<file path="config.mk">
export PLATFORM = sky130hd
export DESIGN_NAME = uart_loader
export DESIGN_NICKNAME = d
export VERILOG_FILES = /design/src/rtl/uart_loader.sv
export SDC_FILE = /design/constraint.sdc
export NUM_CORES = 1
export LEC_CHECK = 0
export ABC_AREA = 0
export ABC_CLOCK_PERIOD_IN_PS = 3900
export CAP_MARGIN = 20
export CORE_MARGIN = 2
export CORE_UTILIZATION = 59
export DETAILED_ROUTE_END_ITERATION = 10
export GPL_ROUTABILITY_DRIVEN = 0
export PLACE_DENSITY = 0.95
export SYNTH_ARGS = -nofsm -noshare
export SYNTH_HDL_FRONTEND = slang
export SYNTH_SLANG_ARGS = --single-unit
</file>
<file path="constraint.sdc">
create_clock -name clk -period 3.9 [get_ports clk]
set_input_delay 0.78 -clock clk [delete_from_list [all_inputs] [get_ports clk]]
set_output_delay 0.78 -clock clk [all_outputs]
set_load 0.02 [all_outputs]
</file>
<file path="src/rtl/uart_loader.sv">
// Boot loader: sends READY_BYTE, receives a LE word count plus words, writes imem from addr 0.
// Optional checksum echo of all data bytes when LOADER_CHECKSUM_EN is defined.
module uart_loader #(
  parameter int         ADDR_WIDTH = 12,
  parameter logic [7:0] READY_BYTE = 8'hAA
) (
  input  logic                  clk,
  input  logic                  rst,
  input  logic [7:0]            rx_data,
  input  logic                  rx_valid,
  input  logic                  rx_ferr,
  output logic [7:0]            tx_data,
  output logic                  tx_start,
  input  logic                  tx_busy,
  output logic                  imem_we,
  output logic [ADDR_WIDTH-1:0] imem_addr,
  output logic [31:0]           imem_wdata,
  output logic                  done,
  output logic                  err
);

`ifdef LOADER_CHECKSUM_EN
  typedef enum logic [2:0] {S_SEND_RDY, S_WAIT_TX, S_LEN, S_DATA, S_CKSUM, S_DONE, S_ERR} state_t;
  localparam state_t S_FIN = S_CKSUM;
  logic [7:0] r_sum;
  logic       r_after_ck;
`else
  typedef enum logic [2:0] {S_SEND_RDY, S_WAIT_TX, S_LEN, S_DATA, S_DONE, S_ERR} state_t;
  localparam state_t S_FIN = S_DONE;
`endif

  // Count may equal capacity, so compare one bit wider than the address.
  localparam logic [32:0] CAP = 33'd1 << ADDR_WIDTH;

  state_t                r_state;
  logic [7:0]            r_tx_data;
  logic                  r_tx_start;
  logic                  r_imem_we;
  logic [ADDR_WIDTH-1:0] r_imem_addr;
  logic [31:0]           r_imem_wdata;
  logic                  r_done;
  logic                  r_err;
  logic                  r_skip;
  logic [1:0]            r_byte_cnt;
  logic [ADDR_WIDTH:0]   r_word_cnt;
  logic [31:0]           r_count;
  logic [23:0]           r_word;

  logic                  w_rx_ok;
  logic                  w_rx_bad;
  logic [31:0]           w_count_nxt;
  logic [ADDR_WIDTH:0]   w_wcnt_inc;

  assign w_rx_ok     = rx_valid & ~rx_ferr;
  assign w_rx_bad    = rx_valid & rx_ferr;
  assign w_count_nxt = {rx_data, r_count[31:8]};
  assign w_wcnt_inc  = r_word_cnt + 1'b1;

  always_ff @(posedge clk) begin
    if (rst) begin
      r_state      <= S_SEND_RDY;
      r_tx_data    <= '0;
      r_tx_start   <= 1'b0;
      r_imem_we    <= 1'b0;
      r_imem_addr  <= '0;
      r_imem_wdata <= '0;
      r_done       <= 1'b0;
      r_err        <= 1'b0;
      r_skip       <= 1'b0;
      r_byte_cnt   <= '0;
      r_word_cnt   <= '0;
      r_count      <= '0;
      r_word       <= '0;
`ifdef LOADER_CHECKSUM_EN
      r_sum        <= '0;
      r_after_ck   <= 1'b0;
`endif
    end else begin
      r_tx_start <= 1'b0;
      r_imem_we  <= 1'b0;
      if (r_imem_we) r_imem_addr <= r_imem_addr + 1'b1;
      case (r_state)
        S_SEND_RDY: if (!tx_busy) begin
          r_tx_start <= 1'b1;
          r_tx_data  <= READY_BYTE;
          r_skip     <= 1'b1;
          r_state    <= S_WAIT_TX;
        end
        // tx_busy lags tx_start by a cycle, so the first cycle is not trusted.
        S_WAIT_TX: if (r_skip) begin
          r_skip <= 1'b0;
        end else if (!tx_busy) begin
`ifdef LOADER_CHECKSUM_EN
          if (r_after_ck) begin
            r_done  <= 1'b1;
            r_state <= S_DONE;
          end else begin
            r_state <= S_LEN;
          end
`else
          r_state <= S_LEN;
`endif
        end
        S_LEN: if (w_rx_bad) begin
          r_err   <= 1'b1;
          r_state <= S_ERR;
        end else if (w_rx_ok) begin
          r_count    <= w_count_nxt;
          r_byte_cnt <= r_byte_cnt + 1'b1;
          if (r_byte_cnt == 2'd3) begin
            r_word_cnt <= '0;
            if ({1'b0, w_count_nxt} > CAP) begin
              r_err   <= 1'b1;
              r_state <= S_ERR;
            end else if (w_count_nxt == 32'd0) begin
              r_state <= S_FIN;
            end else begin
              r_state <= S_DATA;
            end
          end
        end
        S_DATA: if (w_rx_bad) begin
          r_err   <= 1'b1;
          r_state <= S_ERR;
        end else if (w_rx_ok) begin
          r_byte_cnt <= r_byte_cnt + 1'b1;
          r_word     <= {rx_data, r_word[23:8]};
`ifdef LOADER_CHECKSUM_EN
          r_sum      <= r_sum + rx_data;
`endif
          if (r_byte_cnt == 2'd3) begin
            r_imem_we    <= 1'b1;
            r_imem_wdata <= {rx_data, r_word};
            r_word_cnt   <= w_wcnt_inc;
            if (w_wcnt_inc == r_count[ADDR_WIDTH:0]) r_state <= S_FIN;
          end
        end
`ifdef LOADER_CHECKSUM_EN
        S_CKSUM: if (!tx_busy) begin
          r_tx_start <= 1'b1;
          r_tx_data  <= r_sum;
          r_skip     <= 1'b1;
          r_after_ck <= 1'b1;
          r_state    <= S_WAIT_TX;
        end
`endif
        S_DONE:  r_done <= 1'b1;
        S_ERR:   r_err  <= 1'b1;
        default: r_state <= S_ERR;
      endcase
    end
  end

  assign tx_data    = r_tx_data;
  assign tx_start   = r_tx_start;
  assign imem_we    = r_imem_we;
  assign imem_addr  = r_imem_addr;
  assign imem_wdata = r_imem_wdata;
  assign done       = r_done;
  assign err        = r_err;

endmodule

</file>
---- Yosys cells after proc, flatten, opt, wreduce, memory -nomap -nowiden ----
Cells that the tools add are included.
operators by class
  reduce and logical (&&, ||, !) cells .... 18
  muxes and demuxes ....................... 30
  eq/ne operators ......................... 23
  bitwise logic cells ..................... 9
  add/subtract/negate cells ............... 3
  magnitude comparators ................... 1
operators by type and width
  kind                                                              number
  two-way mux 13 bit                                                6
  two-way mux 3 bit                                                 12
  greater-than comparator 32 x 13 -> 1 bit (second input constant)  1
  logical NOT 32 bit                                                1
  case mux 13 bit (2 select lines)                                  1
  != test 2 bit (second input constant)                             10
  != test 3 bit (second input constant)                             6
  case mux 3 bit (5 select lines)                                   1
  adder 13 x 1 -> 13 bit (second input constant)                    1
  == test 13 bit                                                    1
  adder 12 x 1 -> 12 bit (second input constant)                    1
  AND reduction 3 bit                                               3
  AND reduction 9 bit                                               1
  two-way mux 1 bit                                                 8
  NOT 1 bit                                                         7
  AND reduction 7 bit                                               1
  == test 3 x 2 -> 1 bit (second input constant)                    2
  == test 3 bit (second input constant)                             2
  OR reduction 2 bit                                                3
  AND reduction 5 bit                                               1
  AND reduction 2 bit                                               2
  AND reduction 4 bit                                               1
  nonzero test 2 bit                                                2
  OR reduction 4 bit                                                1
  other kinds (8)                                                   9
word-level totals
  input bits .............................. 13
  register bits after elaboration ......... 124
  output and inout port bits .............. 56

---- Longest topological paths before layout ----
Gate-level depths: netlist of the first run.
  depth in word-level cells ............... 7
  depth in mapped cells ................... 10
  mapped depth without buffers ............ 8

---- Worst setup path after synthesis of the first run ----
OpenSTA, ideal clock, no wires.
  kind .................................... register to register
  start ................................... register r_word_cnt[0]
  end ..................................... register r_state[0]
  path buffers ............................ 1
  setup slack ............................. 1632 ps
  stages on the path, launching flop included .. 10
  data required time ...................... 3779 ps
  library setup time ...................... 121 ps
  arrival time ............................ 2147 ps
  path through ............................ dfxtp_1 -> ha_1 -> buf_2 -> and2_1 -> o21ai_0 -> a31oi_1 -> o31ai_1 -> nand3_1 -> a2111oi_4 -> mux2_4
between the ends
  word-level cells in the longest chain between the ends .. 4
RTL lines
  element                               RTL line  text
  start: declaration                    45        logic [ADDR_WIDTH:0] r_word_cnt;
  start signal: assignment              134       r_word_cnt <= w_wcnt_inc;
  adder 13 x 1 -> 13 bit                57        assign w_wcnt_inc = r_word_cnt + 1'b1;
  == test 13 bit                        135       if (w_wcnt_inc == r_count[ADDR_WIDTH:0]) r_state <= S_FIN;
  != test 3 bit (no source line)        n/a
  AND reduction 9 bit (no source line)  n/a
  end signal: assignment                61        r_state <= S_SEND_RDY;
  end signal: assignment                135
  end signal: assignment                149       default: r_state <= S_ERR;
  end: declaration                      35        state_t r_state;
Every way passes these cells.
A chain may end at the register's enable or synchronous reset.

---- Worst setup path after layout of the first run ----
Ends and elaborated chain as after synthesis.

==> flow_summary.json, run 1 <==
{
  "worst_pin_slew_ps": 1020,
  "comb_power_share_pct": 8.0,
  "worstRegToRegCells": 8,
  "drtAntennaViolNets": 0,
  "yosys.area.top_type": "dfxtp_1",
  "clockRootBuffer": "clkbuf_8",
  "cts_tree": "yes",
  "p_sw_mw": 0.737,
  "cts.sinks": 124,
  "pwr-share-clk_pct": 47.1,
  "setup_viol": 0,
  "arrival_ps": 3250,
  "die_x_um": 99.3,
  "path_max_fanout": 9,
  "powerDensity_nw_per_um2": 460,
  "ys_warn_count": 0,
  "synthCells": 667,
  "hold_depth": 2,
  "grt-ovfl-total": 0,
  "htree_levels": 4,
  "synth.avg_cell_area_um2": 8.04,
  "die_h_um": 99.3,
  "layout_min_cycle_time_ps": 2840,
  "crit_type": "reg2reg",
  "hold_viol_final": 0,
  "vias_per_cell": 6.04,
  "ys_ff_latch": 124,
  "syn-cell-area_um2": 5360,
  "core.rowCount": 34,
  "status": "completed",
  "dieArea_um2": 9860,
  "postCtsHoldBufs": 0,
  "drive_gt1_share_pct": 7.63,
  "cts-buffers-inserted": 17,
  "io_pins": 69,
  "cts_setup_buffers": 0,
  "fmax_mhz": 352,
  "dr.pass1.iters": 6,
  "ys_seq_area_share_pct": 46.3,
  "clk_path_buf_depth": 2,
  "slew_headroom_pct": 31.5,
  "antennaDiodeCount": 0,
  "io_buffers": 64,
  "skew_ps": 7.48,
  "detail_route.iter0.violations": 610,
  "core-area_um2": 8760,
  "hold_class": "reg2reg",
  "final_common_cell": "nand2_1",
  "synth_top_area_share_pct": 46.3,
  "finalNetCount": 725,
  "synthTopCellsByArea": "dfxtp_1 46%, nand2_1 14%, a21oi_1 10%",
  "clk_pin_slew_worst_paths_ps": 60,
  "grt_pass1_vias": 4864,
  "detail_route.wirelength_mm": 13.9,
  "rr_startpoint": "r_word_cnt[0]",
  "fin_setup_tns_ps": 0,
  "hold_path.startpoint": "imem_wdata[3]",
  "p_leak_nw": 2.20,
  "rrSetupSlack_ps": 1060,
  "end_kind": "flip-flop",
  "worstSkewPairLatency_ps": 520,
  "cts.repair.resized": 0,
  "p_sw_share_pct": 24.9,
  "synth_cell_type_count": 61,
  "track_usage_pct": 29.2,
  "drv_slew": 0,
  "cp-start-kind": "flip-flop",
  "start_util_pct": 61.2,
  "p_int_mw": 2.22,
  "dp_hpwl_mm": 8.61,
  "max_cap_viol_count": 0,
  "critPathRequiredTime_ps": 4310,
  "min_to": "imem_wdata[3]",
  "vias": 5007,
  "synthToLayoutAreaGrowth_pct": 20.0,
  "async_flop_share_pct": 0,
  "pwr-share-seq_pct": 45.0,
  "grt_antenna_before_repair": 0,
  "peakVddDrop_uv": 481,
  "hold_slack_ps": 454,
  "drc": 0,
  "grt_max_degree": 80,
  "grt_pass1_wl_mm": 23.1,
  "wl_per_cell_um": 16.8,
  "fin_crit_sh_pct": 72.8,
  "final_cell_mix": "197 x nand2_1, 124 x dfxtp_1, 109 x a21oi_1, 63 x clkdlybuf4s50_1, 34 x nor2_1",
  "reg2reg_to": "r_state[0]",
  "synth_edf_count": 0,
  "synth_ff_type": "dfxtp_1",
  "grt_setup_unrepaired": "no"
}
## power by group through the flow
stage,clock [mW],combinational [mW],sequential [mW]
finish,1.39,0.235,1.33
global route,1.47,0.253,1.34
CTS,1.40,0.233,1.33
detailed placement,0,0.231,1.36
global placement,0,0.224,1.36
floorplan,0,0.181,1.35
## metrics by stage
step	power (mW)	instance area (um^2)	utilization [%]	worst slack [ps]	instances
2_1_floorplan	1.53	5370	-	1630	670
3_3_place_gp	1.58	5910	67.4	943	798
3_5_place_dp	1.59	5910	67.4	844	798
4_1_cts	2.97	6430	73.4	1150	829
5_1_grt	3.05	6430	73.4	951	829
6_report	2.96	6430	73.4	1060	829
## logic make-up after synthesis
group	synth area share, %
multiplexers	0.840
adder cells (fa/ha/maj)	0.700
AND/OR/NAND/NOR	26.0
buffers and inverters	6.12
other	0.0700
flip-flops	46.3
AO/OA/AOI/OAI	15.4
XOR/XNOR	4.55
## critical path, stage by stage, from the launching register on
cell       delay (ps)
dfxtp_1           500
ha_1              410
nand3_2           250
nor2_1            220
xnor2_1           100
o31ai_1           270
nand3_1           200
a2111oi_4         450
mux2_4            330
## area by class of cell
cell class,instances,area (um^2)
Timing Repair Buffer,70,683
Tap cell,108,135
Clock inverter,12,100
Inverter,8,43.8
Sequential cell,124,2480
Clock buffer,19,422
Fill cell,572,2330
Multi-Input combinational cell,488,2570
## metal layers
layer	part of all wire [%]	wire length [um]	global-route usage [%]
met1	38	5300	35.3
met2	50	6930	49.2
met3	9.1	1260	7.52
met4	2.9	408	12.6
met5	0	0	0
## how the worst max path moves through the flow
stage / slack, ps / to / cells past startpoint / startpoint
floorplan: 1630 / r_state[0] / 9 / r_word_cnt[0]
global placement: 940 / r_word_cnt[0] / 8 / rx_ferr
detailed placement: 840 / r_word_cnt[0] / 8 / rx_ferr
CTS: 1150 / r_state[0] / 8 / r_word_cnt[0]
global route: 950 / r_state[0] / 8 / r_word_cnt[0]
finish: 1060 / r_state[0] / 8 / r_word_cnt[0]
## flip-flops by register name (all words and copies together) (netlist names)
| name | flops |
|---|---|
| imem_wdata | 32 |
| r_count | 32 |
| r_word | 24 |
| r_word_cnt | 13 |
| imem_addr | 12 |
| r_state | 3 |
| r_byte_cnt | 2 |
| done | 1 |
| err | 1 |
| imem_we | 1 |
| r_skip | 1 |
| tx_data | 1 |
| tx_start | 1 |
## Yosys cell counts, types with 3 or more instances
library cell  number
xnor2_1           14
dfxtp_1          124
and4_1             4
and3_1             7
ha_1               3
nor4_1            11
buf_2              9
nor3_1             5
o211ai_1           3
and2_1             3
buf_4              8
a31oi_1            5
buf_6              6
xor2_1            12
mux2i_1            3
nand2_1          197
nor2_1            34
nand3_1           12
o21ai_0           14
a21oi_1          109
clkbuf_1          26
or3_1              5
inv_1              7
Note: power is estimated with default switching activity, not from simulation.
==> run 2, diff against run 1 <==
--- a/config.mk
+++ b/config.mk
@@ -6,13 +6,13 @@
 export NUM_CORES = 1
 export LEC_CHECK = 0
 export ABC_AREA = 0
-export ABC_CLOCK_PERIOD_IN_PS = 3900
+export ABC_CLOCK_PERIOD_IN_PS = 2400
 export CAP_MARGIN = 20
 export CORE_MARGIN = 2
-export CORE_UTILIZATION = 59
+export CORE_UTILIZATION = 50
 export DETAILED_ROUTE_END_ITERATION = 10
 export GPL_ROUTABILITY_DRIVEN = 0
-export PLACE_DENSITY = 0.95
+export PLACE_DENSITY = 0.87
 export SYNTH_ARGS = -nofsm -noshare
 export SYNTH_HDL_FRONTEND = slang
 export SYNTH_SLANG_ARGS = --single-unit
==> constraint.sdc (replaced) <==
create_clock -name clk -period 2.4 [get_ports clk]
set_input_delay 0.48 -clock clk [delete_from_list [all_inputs] [get_ports clk]]
set_output_delay 0.48 -clock clk [all_outputs]
set_load 0.02 [all_outputs]
==> flow_summary.json, run 2 (synthesized netlist as in run 1, its figures left out) <==
{
  "end_kind": "flip-flop",
  "dp_hpwl_mm": 8.74,
  "io_pins": 69,
  "path_max_fanout": 9,
  "grt_antenna_before_repair": 0,
  "start_util_pct": 51.7,
  "rr_startpoint": "r_word_cnt[9]",
  "drive_gt1_share_pct": 11.2,
  "postCtsHoldBufs": 0,
  "antennaDiodeCount": 0,
  "cts-buffers-inserted": 17,
  "hold_viol_final": 0,
  "hold_depth": 2,
  "clk_path_buf_depth": 2,
  "final_common_cell": "nand2_1",
  "max_cap_viol_count": 0,
  "peakVddDrop_uv": 423,
  "cp-start-kind": "flip-flop",
  "p_leak_nw": 2.34,
  "grt_pass1_wl_mm": 22.1,
  "io_buffers": 64,
  "drc": 0,
  "grt_max_degree": 49,
  "arrival_ps": 2700,
  "place_ws_ps": -58.7,
  "critPathRequiredTime_ps": 2810,
  "grt_pass1_vias": 4668,
  "vias": 4923,
  "hold_class": "in2reg",
  "fin_area_um2": 6720,
  "cts_tree": "yes",
  "die_x_um": 108,
  "cts.sinks": 124,
  "die_h_um": 108,
  "finalNetCount": 746,
  "vias_per_cell": 5.60,
  "reg2reg_to": "r_state[0]",
  "fmax_mhz": 437,
  "worstRegToRegCells": 7,
  "grt-ovfl-total": 0,
  "worstSkewPairLatency_ps": 530,
  "hold_path.startpoint": "rst",
  "drv_slew": 0,
  "final_cell_mix": "197 x nand2_1, 123 x dfxtp_1, 109 x a21oi_1, 63 x clkdlybuf4s50_1, 34 x nor2_1",
  "clk_pin_slew_worst_paths_ps": 60,
  "core.rowCount": 37,
  "cts_setup_buffers": 0,
  "skew_ps": 6.31,
  "fin_ws_ps": 114,
  "dieArea_um2": 11600,
  "rrSetupSlack_ps": 110,
  "grt_setup_unrepaired": "no",
  "htree_levels": 4,
  "dr.pass1.iters": 5,
  "placed_cell_area_um2": 6140,
  "core-area_um2": 10400,
  "clockRootBuffer": "clkbuf_8",
  "powerDensity_nw_per_um2": 733,
  "endpoint": "r_state[0]",
  "detail_route.iter0.violations": 383,
  "wl_per_cell_um": 15.3,
  "fin_crit_sh_pct": 95.2,
  "detail_route.wirelength_mm": 13.5,
  "layout_min_cycle_time_ps": 2290,
  "crit_type": "reg2reg",
  "post-place-cells": 847,
  "startpoint": "r_word_cnt[9]",
  "track_usage_pct": 24.0,
  "n_fill_cell": 802,
  "status": "completed",
  "synthToLayoutAreaGrowth_pct": 25.4,
  "final_cells": 879,
  "drtAntennaViolNets": 0,
  "setup_viol": 0
}
## run 2: changes by cell type in the layout (fill, tap and decap cells not counted), sizes merged
cell,previous run,this run
clkinv,7,4
bufinv,2,1
clkbuf,19,18
inv,8,14
buf,7,28
## run 2: worst min-delay path by stage
| stage | end | slack, ps |
|---|---|---|
| finish | r_byte_cnt[1] | 400 |
| global route | r_byte_cnt[1] | 400 |
| CTS | imem_addr[10] | 370 |
| detailed placement | r_skip | 440 |
| global placement | imem_wdata[2] | 440 |
| floorplan | r_skip | 430 |
## run 2: layer usage
layer / global-route usage (%) / share of wire, % / vias to the layer above
li1: - / - / 2361
met1: 29.3 / 41 / 2292
met2: 40.4 / 49 / 229
met3: 6.72 / 8.3 / 41
met4: 8.70 / 1.9 / 0
met5: 0 / 0 / -
## run 2: worst max-delay path, stage by stage, from the launching register on
cell	delay (ps)
dfxtp_1	540
xnor2_2	220
xnor2_1	170
a31oi_1	120
nor4_1	300
a311oi_2	120
a2111oi_4	380
mux2_4	330
## run 2: metrics by stage
stage	power, mW	setup TNS [ps]	hold WS (ps)	utilization [%]
2_1_floorplan	2.49	0	430	-
3_3_place_gp	2.61	-41.4	439	59.2
3_5_place_dp	2.62	-102	444	59.2
4_1_cts	4.95	0	374	64.5
5_1_grt	5.08	0	403	64.8
6_report	4.93	0	403	64.8
## run 2: power breakdown
part | leakage [nW] | switching, mW | internal [mW]
sequential | 1.00 | 0.0547 | 2.10
clock | 0.263 | 1.01 | 1.33
combinational | 1.08 | 0.252 | 0.187
total | 2.34 | 1.31 | 3.62
## run 2: layout make-up
cell class	instances	area (um^2)	share of cell area [%]
repair buffers	91	878	13.1
well taps	136	170	2.53
clock inverters	14	124	1.84
flip-flops and latches	124	2480	36.9
inverters	8	43.8	0.651
clock buffers	18	428	6.36
multi-input cells	488	2600	38.6
## run 2: repair_timing
action,4_1_cts,5_1_grt
pin swaps,1,0
hold endpoints to repair,0,0
gates resized for setup,0,6
setup endpoints to repair,1,2
